--- src/rtl/mem_port_arbiter.sv ---
// rtl/mem_port_arbiter.sv - single data-memory port shared by the MEM stage and the debug unit
// Pipeline has priority; a bounded wait forces one debug cycle, and halt hands the port to debug.
module mem_port_arbiter #(
  parameter int BUS_SIZE  = 32,
  parameter int ADDR_SIZE = 5,
  parameter int MAX_WAIT  = 4,
  parameter int WAIT_W    = 3
) (
  input  logic                 i_clk,
  input  logic                 i_reset,
  input  logic                 i_halt,
  input  logic                 i_pipe_req,
  input  logic                 i_pipe_wr,
  input  logic [ADDR_SIZE-1:0] i_pipe_addr,
  input  logic [BUS_SIZE-1:0]  i_pipe_wdata,
  output logic [BUS_SIZE-1:0]  o_pipe_rdata,
  output logic                 o_pipe_stall,
  input  logic                 i_dbg_valid,
  input  logic                 i_dbg_wr,
  input  logic [ADDR_SIZE-1:0] i_dbg_addr,
  input  logic [BUS_SIZE-1:0]  i_dbg_wdata,
  output logic                 o_dbg_ready,
  output logic                 o_dbg_rvalid,
  output logic [BUS_SIZE-1:0]  o_dbg_rdata,
  output logic                 o_mem_wr_rd,
  output logic [ADDR_SIZE-1:0] o_mem_addr,
  output logic [BUS_SIZE-1:0]  o_mem_wdata,
  input  logic [BUS_SIZE-1:0]  i_mem_rdata
);

  typedef enum logic [1:0] {
    ST_PIPE  = 2'd0,
    ST_FORCE = 2'd1,
    ST_HALT  = 2'd2
  } state_t;

  state_t              state;
  logic [WAIT_W-1:0]   wait_cnt;
  logic                pipe_gnt;
  logic                dbg_gnt;
  logic                dbg_refused;
  logic                dbg_read_accept;

  // Reset forces the no-grant view so nothing reaches memory while it is held.
  always_comb begin
    pipe_gnt = 1'b0;
    dbg_gnt  = 1'b0;
    if (!i_reset) begin
      case (state)
        ST_PIPE: begin
          pipe_gnt = i_pipe_req;
          dbg_gnt  = !i_pipe_req && i_dbg_valid;
        end
        ST_FORCE: dbg_gnt = 1'b1;
        ST_HALT:  dbg_gnt = i_dbg_valid;
        default: begin
          pipe_gnt = 1'b0;
          dbg_gnt  = 1'b0;
        end
      endcase
    end
  end

  always_comb begin
    o_mem_wr_rd = 1'b0;
    o_mem_addr  = '0;
    o_mem_wdata = '0;
    if (pipe_gnt) begin
      o_mem_wr_rd = i_pipe_wr;
      o_mem_addr  = i_pipe_addr;
      o_mem_wdata = i_pipe_wdata;
    end else if (dbg_gnt) begin
      o_mem_wr_rd = i_dbg_wr;
      o_mem_addr  = i_dbg_addr;
      o_mem_wdata = i_dbg_wdata;
    end
  end

  assign o_pipe_rdata    = i_mem_rdata;
  assign o_pipe_stall    = i_pipe_req && !pipe_gnt;
  assign o_dbg_ready     = dbg_gnt;
  assign dbg_refused     = i_dbg_valid && !dbg_gnt;
  assign dbg_read_accept = i_dbg_valid && dbg_gnt && !i_dbg_wr;

  always_ff @(posedge i_clk) begin
    if (i_reset) begin
      state        <= ST_PIPE;
      wait_cnt     <= '0;
      o_dbg_rvalid <= 1'b0;
      o_dbg_rdata  <= '0;
    end else begin
      if (i_halt) begin
        state <= ST_HALT;
      end else begin
        case (state)
          ST_HALT:  state <= ST_PIPE;
          ST_FORCE: state <= ST_PIPE;
          ST_PIPE: begin
            if (dbg_refused && wait_cnt == WAIT_W'(MAX_WAIT - 1))
              state <= ST_FORCE;
          end
          default:  state <= ST_PIPE;
        endcase
      end

      if (!dbg_refused)
        wait_cnt <= '0;
      else if (wait_cnt != WAIT_W'(MAX_WAIT))
        wait_cnt <= wait_cnt + WAIT_W'(1);

      o_dbg_rvalid <= dbg_read_accept;
      if (dbg_read_accept)
        o_dbg_rdata <= i_mem_rdata;
    end
  end

endmodule

--- config.mk ---
export PLATFORM = sky130hd
export DESIGN_NAME = mem_port_arbiter
export DESIGN_NICKNAME = d
export VERILOG_FILES = /design/src/rtl/mem_port_arbiter.sv
export SDC_FILE = /design/constraint.sdc
export NUM_CORES = 1
export LEC_CHECK = 0
export BUFFER_PORTS_ARGS = -buffer_cell sky130_fd_sc_hd__buf_2
export CORE_AREA = 2 2 84 86
export CTS_CLUSTER_DIAMETER = 50
export DETAILED_ROUTE_END_ITERATION = 7
export DIE_AREA = 0 0 86 88
export GPL_TIMING_DRIVEN = 0
export HOLD_SLACK_MARGIN = 0.12
export PLACE_DENSITY = 0.8
export SYNTH_ARGS = -nofsm -noshare
export SYNTH_HDL_FRONTEND = slang
export SYNTH_SLANG_ARGS = --single-unit
export TNS_END_PERCENT = 5
--- constraint.sdc ---
create_clock -name i_clk -period 2 [get_ports i_clk]
set_clock_uncertainty 0.2 [all_clocks]
set_input_delay 0.1 -clock i_clk [delete_from_list [all_inputs] [get_ports i_clk]]
set_output_delay 0.1 -clock i_clk [all_outputs]
set_load 0.01 [all_outputs]
==> out/metrics.cfg, run 1 <==
[final_layout]
drive_above_1_share_pct=64.6
stdcell_area_um2=3970
nets=575
layout_common_cells=215 x buf_2, 40 x buf_4, 38 x dlygate4sd3_1
antenna_cells=0
multi_input_area_um2=898
final_common_cell=buf_2
n_fill_cell=546
seq_area_um2=766
area_growth_pct=101
instances_no_fill=540

[job]
drv_cap=0

[synth]
yosys.area.top_type=dfxtp_1
netlist_instances=189
yosys_warnings=0
avgSynthCellArea_um2=10.5
synth-simple-area-share_pct=4.42
synth-xor-area-share_pct=0.442
seq_area_frac_synth_pct=38.4
synth.area.top_cells=dfxtp_1 38%, a32o_1 19%, a22o_1 14%
synth_top_area_share_pct=38.4
ys_seq_elements=38
synth_compound_area_share_pct=36.2
yosys.area_share.adder_pct=1.90
synth_cell_types=26
netlist_area_um2=1980
synth_fp_nets=305
synth_top_family_by_area=compound AO/OA/AOI/OAI gates
synth_mux_area_share_pct=0

[timing]
rsz0062_at_grt=yes
maxSlewViolCount=0
hold_viol_final=0
fin_crit_sh_pct=98.9
worstMarginPinSlew_ps=318
timing.fmax_mhz=505
slew_headroom_pct=78.8
fin_crit_ps=1980
setup_violations=0

[routing]
drc=0
ant_nets=0
routedWlPerCell_um=17.1
routed-via-count=2694
dr.pass1.iters=4
drt_iter0_drc=84
routed_wirelength_um=9210
avgViaCountPerCell=4.99

[cts]
cts_buffer_depth=2
cts-root-buf=clkbuf_8
h-tree-depth=2
insertion_delay_ps=280
cts-buffers-inserted=5
clkTransAtPathRegs_ps=80
cts.sinks=38
cts_tree=done

[global_routing]
grt_pass1_vias=2637
grt_start_max_net_pins=14
gr-total-overflow=0
grt.total_usage_pct=21.9
antenna_found_initial=0
grt_pass1_wl_um=12900

[worst_setup_path]
crit_path_start_kind=flop
crit_slowest_cell=dfxtp_4
required_ps=1700
path_buf_inv=3
ff2ff_path_depth=6
crit_chain=nand2b_4, a21o_4, buf_8, clkbuf_16, a32o_2, buf_6
critPathMaxFanout=6
r2r-end=o_dbg_rdata[18]$_SDFFE_PP0P_
critPathKind=flop to output port
reg2reg_slack_ps=50
cpLargestDelayFamily=compound AO/OA/AOI/OAI gates
arrival_ps=1680
r2r_start=state[1]$_SDFFE_PP0P_
cpPeakStageDelay_ps=380
end_kind=output port

[floorplanning]
dieArea_um2=7570
row_count=30
coreArea_um2=6640
die_w_um=86
io_pins=218
die_y_um=88
initial_core_util_pct=29.8

[min_path]
min_path_type=input port to flop
whs_path_depth=4
hold_end=wait_cnt[2]$_SDFFE_PP0P_
min_from=i_reset

[pwr]
power_density_nw_per_um2=562
vdd_drop_max_mv=0.285
p_leak_nw=2.12

[placement]
io_buffer_count=217
placed_cells=486
place.gp.congestion=0.897
placed_area_um2=3170
hpwlAfterDp_um=6570

[status]
status=finished, final reports clean

-- layer usage --
layer,up-vias,wire [um],global-route usage (%)
met5,-,0,0
met4,0,320,9.38
met3,21,736,4.71
met2,156,4960,43.0
met1,1262,3200,22.1
li1,1255,-,-
-- state kept, by name (all words and copies together) (netlist names) --
| signal | cells |
|---|---|
| state | 2 |
| o_dbg_rvalid | 1 |
| o_dbg_rdata | 32 |
| wait_cnt | 3 |
-- worst max path at each step --
stage	end	depth (start not counted)	slack [ps]	start
global route	o_mem_wdata[19]	6	-50	state[1]$_SDFFE_PP0P_
floorplan	o_dbg_rdata[0]$_SDFFE_PP0P_	6	260	state[0]$_SDFFE_PP0P_
CTS	o_mem_wdata[12]	6	-7	state[0]$_SDFFE_PP0P_
finish	o_mem_wdata[23]	6	20	state[1]$_SDFFE_PP0P_
global placement	o_mem_wdata[12]	6	20	state[0]$_SDFFE_PP0P_
detailed placement	o_mem_wdata[12]	6	20	state[0]$_SDFFE_PP0P_
-- layout make-up --
class	instances	area share, %
Multi-Input combinational cell	96	22.6
Inverter	3	0.284
Buffer	51	10.4
Timing Repair Buffer	264	41.4
Sequential cell	38	19.3
Clock inverter	3	1.73
Tap cell	80	2.52
Clock buffer	5	1.73
-- cells by family after synthesis --
logic type               after synthesis
AO/OA/AOI/OAI                         78
XOR/XNOR                               1
adder cells (fa/ha/maj)                3
buffers and inverters                 55
flip-flops                            38
AND/OR/NAND/NOR                       14
-- worst min-delay path: cells and delay by family --
family                 cells  cell delay, ps
and+or+nand+nor            1             180
AOI/OAI and AO/OA          2             170
buffers and inverters      1             160
-- per-stage QoR --
stage / setup TNS (ps) / worst slack [ps] / hold slack [ps] / util (%) / power (W)
floorplan: 0 / 256 / -28.4 / - / 0.00107
global placement: 0 / 22.8 / 125 / 47.6 / 0.00133
detailed placement: 0 / 17.9 / 138 / 47.6 / 0.00134
finish: 0 / 21.2 / 171 / 59.8 / 0.00223
global route: -653 / -50.0 / 222 / 59.8 / 0.00232
CTS: -6.92 / -6.92 / 83.1 / 56.3 / 0.00218
-- cells in the mapped netlist --
master / number
a32o_1: 38
dfxtp_1: 38
a22o_1: 32
buf_4: 32
buf_2: 9
clkbuf_1: 6
a21oi_1: 4
buf_6: 4
ha_1: 3
inv_1: 3
nand2_1: 3
a21o_1: 2
nand2b_1: 2
a31oi_2: 1
and2_1: 1
and3b_1: 1
buf_1: 1
nand3_1: 1
nand3b_1: 1
nor2_1: 1
nor2b_1: 1
nor4_1: 1
nor4b_1: 1
o31a_1: 1
or3b_4: 1
xnor2_1: 1
-- report_power, final --
part	leakage, nW	switching (W)	internal (W)
registers	0.310	0.0000161	0.000785
clock network	0.0683	0.000274	0.000500
logic	1.74	0.000285	0.000372
-- repair_timing --
action / CTS / global route
hold buffers: 37 / 1
hold endpoints to repair: 37 / 2
pin swaps: 1 / 19
gates cloned: 0 / 4
buffers inserted: 2 / 3
resized for setup: 19 / 35
endpoints found under the setup margin: 39 / 33
(Power assumes the default switching activity.)
==> run 2: changes to the inputs <==
--- a/config.mk
+++ b/config.mk
@@ -12,6 +12,7 @@
 export DIE_AREA = 0 0 86 88
 export GPL_TIMING_DRIVEN = 0
 export HOLD_SLACK_MARGIN = 0.12
+export MAX_ROUTING_LAYER = met4
 export PLACE_DENSITY = 0.8
 export SYNTH_ARGS = -nofsm -noshare
 export SYNTH_HDL_FRONTEND = slang
==> constraint.sdc (replaced) <==
create_clock -name i_clk -period 2.1 [get_ports i_clk]
set_clock_uncertainty 0.2 [all_clocks]
set_input_delay 0.105 -clock i_clk [delete_from_list [all_inputs] [get_ports i_clk]]
set_output_delay 0.105 -clock i_clk [all_outputs]
set_load 0.01 [all_outputs]
==> out/metrics.cfg, run 2 (synthesis gave the netlist of run 1 again) <==
[status]
status=finished, final reports clean

[min_path]
min_path_type=input port to flop
whs_path_depth=4  ; unchanged
min_from=i_reset
hold_end=wait_cnt[2]$_SDFFE_PP0P_

[routing]
drt_iter0_drc=83  ; -1.2%
wl_met2_um=4790  ; -3.3%
top_layer=met4
routed-via-count=2650  ; -1.6%
drc=0  ; unchanged
wl_met1_um=3120  ; -2.3%
met3WireLength_um=655  ; -11%
ant_nets=0  ; unchanged
avgViaCountPerCell=4.96  ; -0.53%
routedWlPerCell_um=16.6  ; -2.8%
routed_wirelength_um=8860  ; -3.8%
dr.pass1.iters=4  ; unchanged

[timing]
maxSlewViolCount=0  ; unchanged
worstMarginPinSlew_ps=419  ; +102 ps
hold_viol_final=0  ; unchanged
setup_violations=0  ; unchanged
fin_crit_sh_pct=96.5
rsz0062_at_grt=yes
setup_ws_ps=73.9  ; +52.8 ps
fin_crit_ps=2030
slew_headroom_pct=72.1  ; -6.8 points
setup_tns_ps=0  ; unchanged
timing.fmax_mhz=494

[worst_setup_path]
crit_path_start_kind=flop
arrival_ps=1720  ; +40 ps
critPathKind=flop to output port
ff2ff_path_depth=5  ; -1
r2r_start=state[0]$_SDFFE_PP0P_
r2r-end=o_dbg_rdata[9]$_SDFFE_PP0P_
required_ps=1790  ; +90 ps
end_kind=output port
reg2reg_slack_ps=180  ; +130 ps
critPathMaxFanout=10  ; +4

[floorplanning]
initial_core_util_pct=29.8  ; unchanged
io_pins=218  ; unchanged
dieArea_um2=7570  ; unchanged
die_y_um=88  ; unchanged
row_count=30  ; unchanged
die_w_um=86  ; unchanged
coreArea_um2=6640  ; unchanged

[cts]
h-tree-depth=2  ; unchanged
cts_tree=done
cts-root-buf=clkbuf_8
clkTransAtPathRegs_ps=80  ; about the same
insertion_delay_ps=280  ; about the same
cts_buffer_depth=2  ; unchanged
cts.sinks=38  ; unchanged
cts-buffers-inserted=5  ; unchanged

[global_routing]
grt_start_max_net_pins=14  ; unchanged
grt_pass1_wl_um=13000  ; about the same
gr-total-overflow=0  ; unchanged
grt.total_usage_pct=22.6  ; +0.68 points
antenna_found_initial=0  ; unchanged
grt_pass1_vias=2618  ; -0.72%

[final_layout]
largest_reg_flops=32  ; unchanged
layout_common_cells=222 x buf_2, 38 x buf_4, 38 x a32o_1, 38 x dlygate4sd3_1, 37 x dfxtp_1
final_common_cell=buf_2
drive_above_1_share_pct=62.1  ; -2.5 points
seq_area_um2=764  ; -0.16%
regMostFlops=o_dbg_rdata
antenna_cells=0  ; unchanged
n_fill_cell=573  ; +4.9%
multi_input_area_um2=870  ; -3.2%
nets=569  ; -1.0%
area_growth_pct=89.3
reg_top3=o_dbg_rdata x32, wait_cnt x3, state x2

[pwr]
p_leak_nw=2.01  ; -5.0%
power_density_nw_per_um2=552  ; -1.8%
vdd_drop_max_mv=0.271  ; -4.9%

[placement]
io_buffer_count=217  ; unchanged
hpwlAfterDp_um=6570  ; unchanged
place_ws_ps=113  ; +95.0 ps
place.gp.congestion=0.912  ; +1.7%

[job]
drv_cap=0  ; unchanged

## run 2: cell type report
class | count | share of cell area [%]
timing repair buffer | 257 | 39.5
multi-input combinational | 96 | 23.2
sequential | 38 | 20.4
buffer | 52 | 10.2
tap | 80 | 2.67
clock buffer | 5 | 1.84
clock inverter | 3 | 1.84
inverter | 3 | 0.301
## run 2: timing repair
action | in CTS | in global routing
setup endpoints to repair | 33 | 31
hold endpoints to repair | 37 | 1
resized for setup | 6 | 19
buffers inserted | 2 | 0
gates cloned | 0 | 0
hold buffers | 37 | 1
## run 2: worst max path at each step
stage | from | end
floorplan | state[0]$_SDFFE_PP0P_ | o_dbg_rdata[0]$_SDFFE_PP0P_
global placement | state[0]$_SDFFE_PP0P_ | o_mem_wdata[12]
detailed placement | state[0]$_SDFFE_PP0P_ | o_mem_wdata[12]
CTS | state[0]$_SDFFE_PP0P_ | o_mem_wdata[12]
global route | state[0]$_SDFFE_PP0P_ | o_mem_wdata[15]
finish | state[1]$_SDFFE_PP0P_ | o_mem_wdata[29]
## run 2: critical path, cell delays in order (launching register included)
cell	delay (ps)
dfxtp_4	380
nand2b_1	140
a21o_1	210
buf_6	150
buf_4	160
a32o_1	250
buf_2	140
## run 2: metrics by stage
stage,cells,utilization (%),hold slack (ps),power [W],instance area [um2]
2_1_floorplan,189,-,-23.4,0.00102,1980
3_3_place_gp,486,47.6,130,0.00126,3170
3_5_place_dp,486,47.6,143,0.00127,3170
4_1_cts,533,55.7,66.6,0.00207,3700
5_1_grt,534,56.4,227,0.00215,3750
6_report,534,56.4,169,0.00207,3750
## run 2: power by group
group	switching (W)	leakage, nW	internal [W]
sequential	0.0000159	0.310	0.000748
clock	0.000259	0.0683	0.000476
combinational	0.000257	1.63	0.000311
## run 2: routing by layer
| metal | GRT usage, % | up-vias |
|---|---|---|
| met4 | 9.38 | 0 |
| met2 | 42.8 | 147 |
| met5 | - | - |
| met1 | 22.7 | 1240 |
| met3 | 3.86 | 21 |
| li1 | - | 1242 |
==> run 3: changes to the inputs <==
==> constraint.sdc (replaced) <==
create_clock -name i_clk -period 2.1 [get_ports i_clk]
set_clock_uncertainty 0.2 [all_clocks]
set_input_delay 0.63 -clock i_clk [delete_from_list [all_inputs] [get_ports i_clk]]
set_output_delay 0.63 -clock i_clk [all_outputs]
set_load 0.01 [all_outputs]
==> out/metrics.cfg, run 3 (synthesis gave the netlist of run 1 again) <==
[global_routing]
grt_pass1_vias=2399  ; -8.4%
grt_pass1_wl_um=11500  ; -11%
top_usage_layer=met2
antenna_found_initial=0  ; unchanged
gr-total-overflow=0  ; unchanged
grt_start_max_net_pins=14  ; unchanged
grt.total_usage_pct=20.0  ; -2.5 points
use_met1_pct=19.2  ; -3.5 points
met2_usage_pct=38.5  ; -4.3 points
met3_usage_pct=4.24  ; +0.38 points

[floorplanning]
dieArea_um2=7570  ; unchanged
coreArea_um2=6640  ; unchanged
die_y_um=88  ; unchanged
io_pins=218  ; unchanged
row_count=30  ; unchanged
die_w_um=86  ; unchanged
initial_core_util_pct=29.8  ; unchanged

[worst_setup_path]
arrival_ps=1670  ; -50 ps
cpPeakStageDelay_ps=280  ; -100 ps
path_common_cell=buf_6
required_ps=1270  ; -520 ps
crit_slowest_cell=nor4b_4
end_kind=output port
crit_chain=buf_2, nor4b_4, buf_6, clkbuf_16, a32o_2, buf_6
critPathKind=input port to output port
crit_path_start_kind=input port
critPathMaxFanout=6  ; -4

[cts]
h-tree-depth=2  ; unchanged
cts-buffers-inserted=5  ; unchanged
cts-root-buf=clkbuf_8
clkTransAtPathRegs_ps=70  ; about the same
insertion_delay_ps=280  ; about the same
cts_buffer_depth=2  ; unchanged
cts_tree=done
cts.sinks=38  ; unchanged

[routing]
drt_iter0_drc=57  ; -31%
routed-via-count=2531  ; -4.5%
dr.pass1.iters=4  ; unchanged
routed_wirelength_um=8340  ; -5.8%
ant_nets=0  ; unchanged
drc=0  ; unchanged
routedWlPerCell_um=16.6  ; +0.17%
avgViaCountPerCell=5.04  ; +1.6%

[final_layout]
final_util_pct=56.2  ; -0.23 points
nets=537  ; -5.6%
reg_top3=o_dbg_rdata x32, wait_cnt x3, state x2
antenna_cells=0  ; unchanged
drive_above_1_share_pct=75.6  ; +13 points
regMostFlops=o_dbg_rdata
area_growth_pct=88.5
n_fill_cell=581  ; +1.4%
seq_area_um2=766  ; +0.16%
multi_input_area_um2=925  ; +6.3%
largest_reg_flops=32  ; unchanged
final_common_cell=buf_2
layout_common_cells=193 x buf_2, 38 x buf_6, 36 x buf_4, 36 x dfxtp_1, 32 x a22o_1

[timing]
maxSlewViolCount=0  ; unchanged
fin_crit_sh_pct=119  ; +22 points
hold_viol_final=0  ; unchanged
setup_tns_ps=-14170  ; -14,170 ps
fin_crit_ps=2500  ; +470 ps
hold_slack_ps=271  ; +102 ps
timing.fmax_mhz=401  ; -19%
rsz0062_at_grt=yes
worstMarginPinSlew_ps=300  ; -119 ps
setup_violations=39  ; +39
setup_ws_ps=-396  ; -470 ps
slew_headroom_pct=79.9  ; +7.9 points

[status]
violations=negative setup slack
status=complete, but fails checks

[pwr]
power_density_nw_per_um2=562  ; +1.9%
vdd_drop_max_mv=0.390  ; +44%
p_leak_nw=2.09  ; +3.9%

[placement]
place_ws_ps=-525  ; -638 ps
hpwlAfterDp_um=6260  ; -4.6%
place.gp.congestion=0.809  ; -11%
io_buffer_count=217  ; unchanged

[job]
drv_cap=0  ; unchanged

[min_path]
min_path_type=flop to flop

[run 3: cell types whose count changed in the layout (fill, tap and decap cells not counted), sizes merged]
cell | before | now
clkbuf | 10 | 12
buf | 266 | 270
dlygate4sd3 | 38 | 0
[run 3: timing repair]
item,4_1_cts,5_1_grt
setup endpoints to repair,39,39
hold buffers,0,0
cloned,2,2
buffers inserted,3,1
pin swaps,1,25
gates resized for setup,28,41
[run 3: area by class of cell]
| cell class | count | share of cell area [%] |
|---|---|---|
| inverters | 3 | 0.302 |
| well taps | 80 | 2.68 |
| multi-input cells | 96 | 24.8 |
| flip-flops and latches | 38 | 20.5 |
| clock inverters | 3 | 1.84 |
| repair buffers | 225 | 36.4 |
| clock buffers | 5 | 1.84 |
| plain buffers | 52 | 11.6 |
[run 3: routing by layer]
metal | part of all wire (%) | routed length, um
met1 | 34 | 2860
met2 | 55 | 4550
met3 | 6.9 | 572
met4 | 4.3 | 356
met5 | 0 | 0
[run 3: worst max-delay path, delay by kind of cell]
family | cells | cell delay (ps)
buffers and inverters | 4 | 620
and+or+nand+nor | 1 | 280
AOI/OAI and AO/OA | 1 | 130
[run 3: final timing paths]
kind              cells past startpoint  slack, ps                           end                    startpoint
setup / recovery                      6       -400               o_mem_wdata[13]                       i_reset
hold / removal                        1        270  o_dbg_rdata[10]$_SDFFE_PP0P_  o_dbg_rdata[10]$_SDFFE_PP0P_
setup reg to reg                      6        110  o_dbg_rdata[11]$_SDFFE_PP0P_         state[0]$_SDFFE_PP0P_
hold reg to reg                       1        270  o_dbg_rdata[10]$_SDFFE_PP0P_  o_dbg_rdata[10]$_SDFFE_PP0P_
[run 3: per-stage QoR]
| step | instances | total power [W] | cell area [um2] |
|---|---|---|---|
| CTS | 499 | 0.00207 | 3520 |
| finish | 502 | 0.00210 | 3730 |
| detailed placement | 486 | 0.00129 | 3230 |
| global route | 502 | 0.00220 | 3730 |
| global placement | 486 | 0.00128 | 3230 |
| floorplan | 189 | 0.00103 | 2050 |
[run 3: report_power, final]
part	leakage, nW	internal, W	switching, W	total [W]
sequential	0.310	0.000747	0.0000149	0.000762
clock	0.0683	0.000476	0.000262	0.000738
combinational	1.71	0.000336	0.000261	0.000596
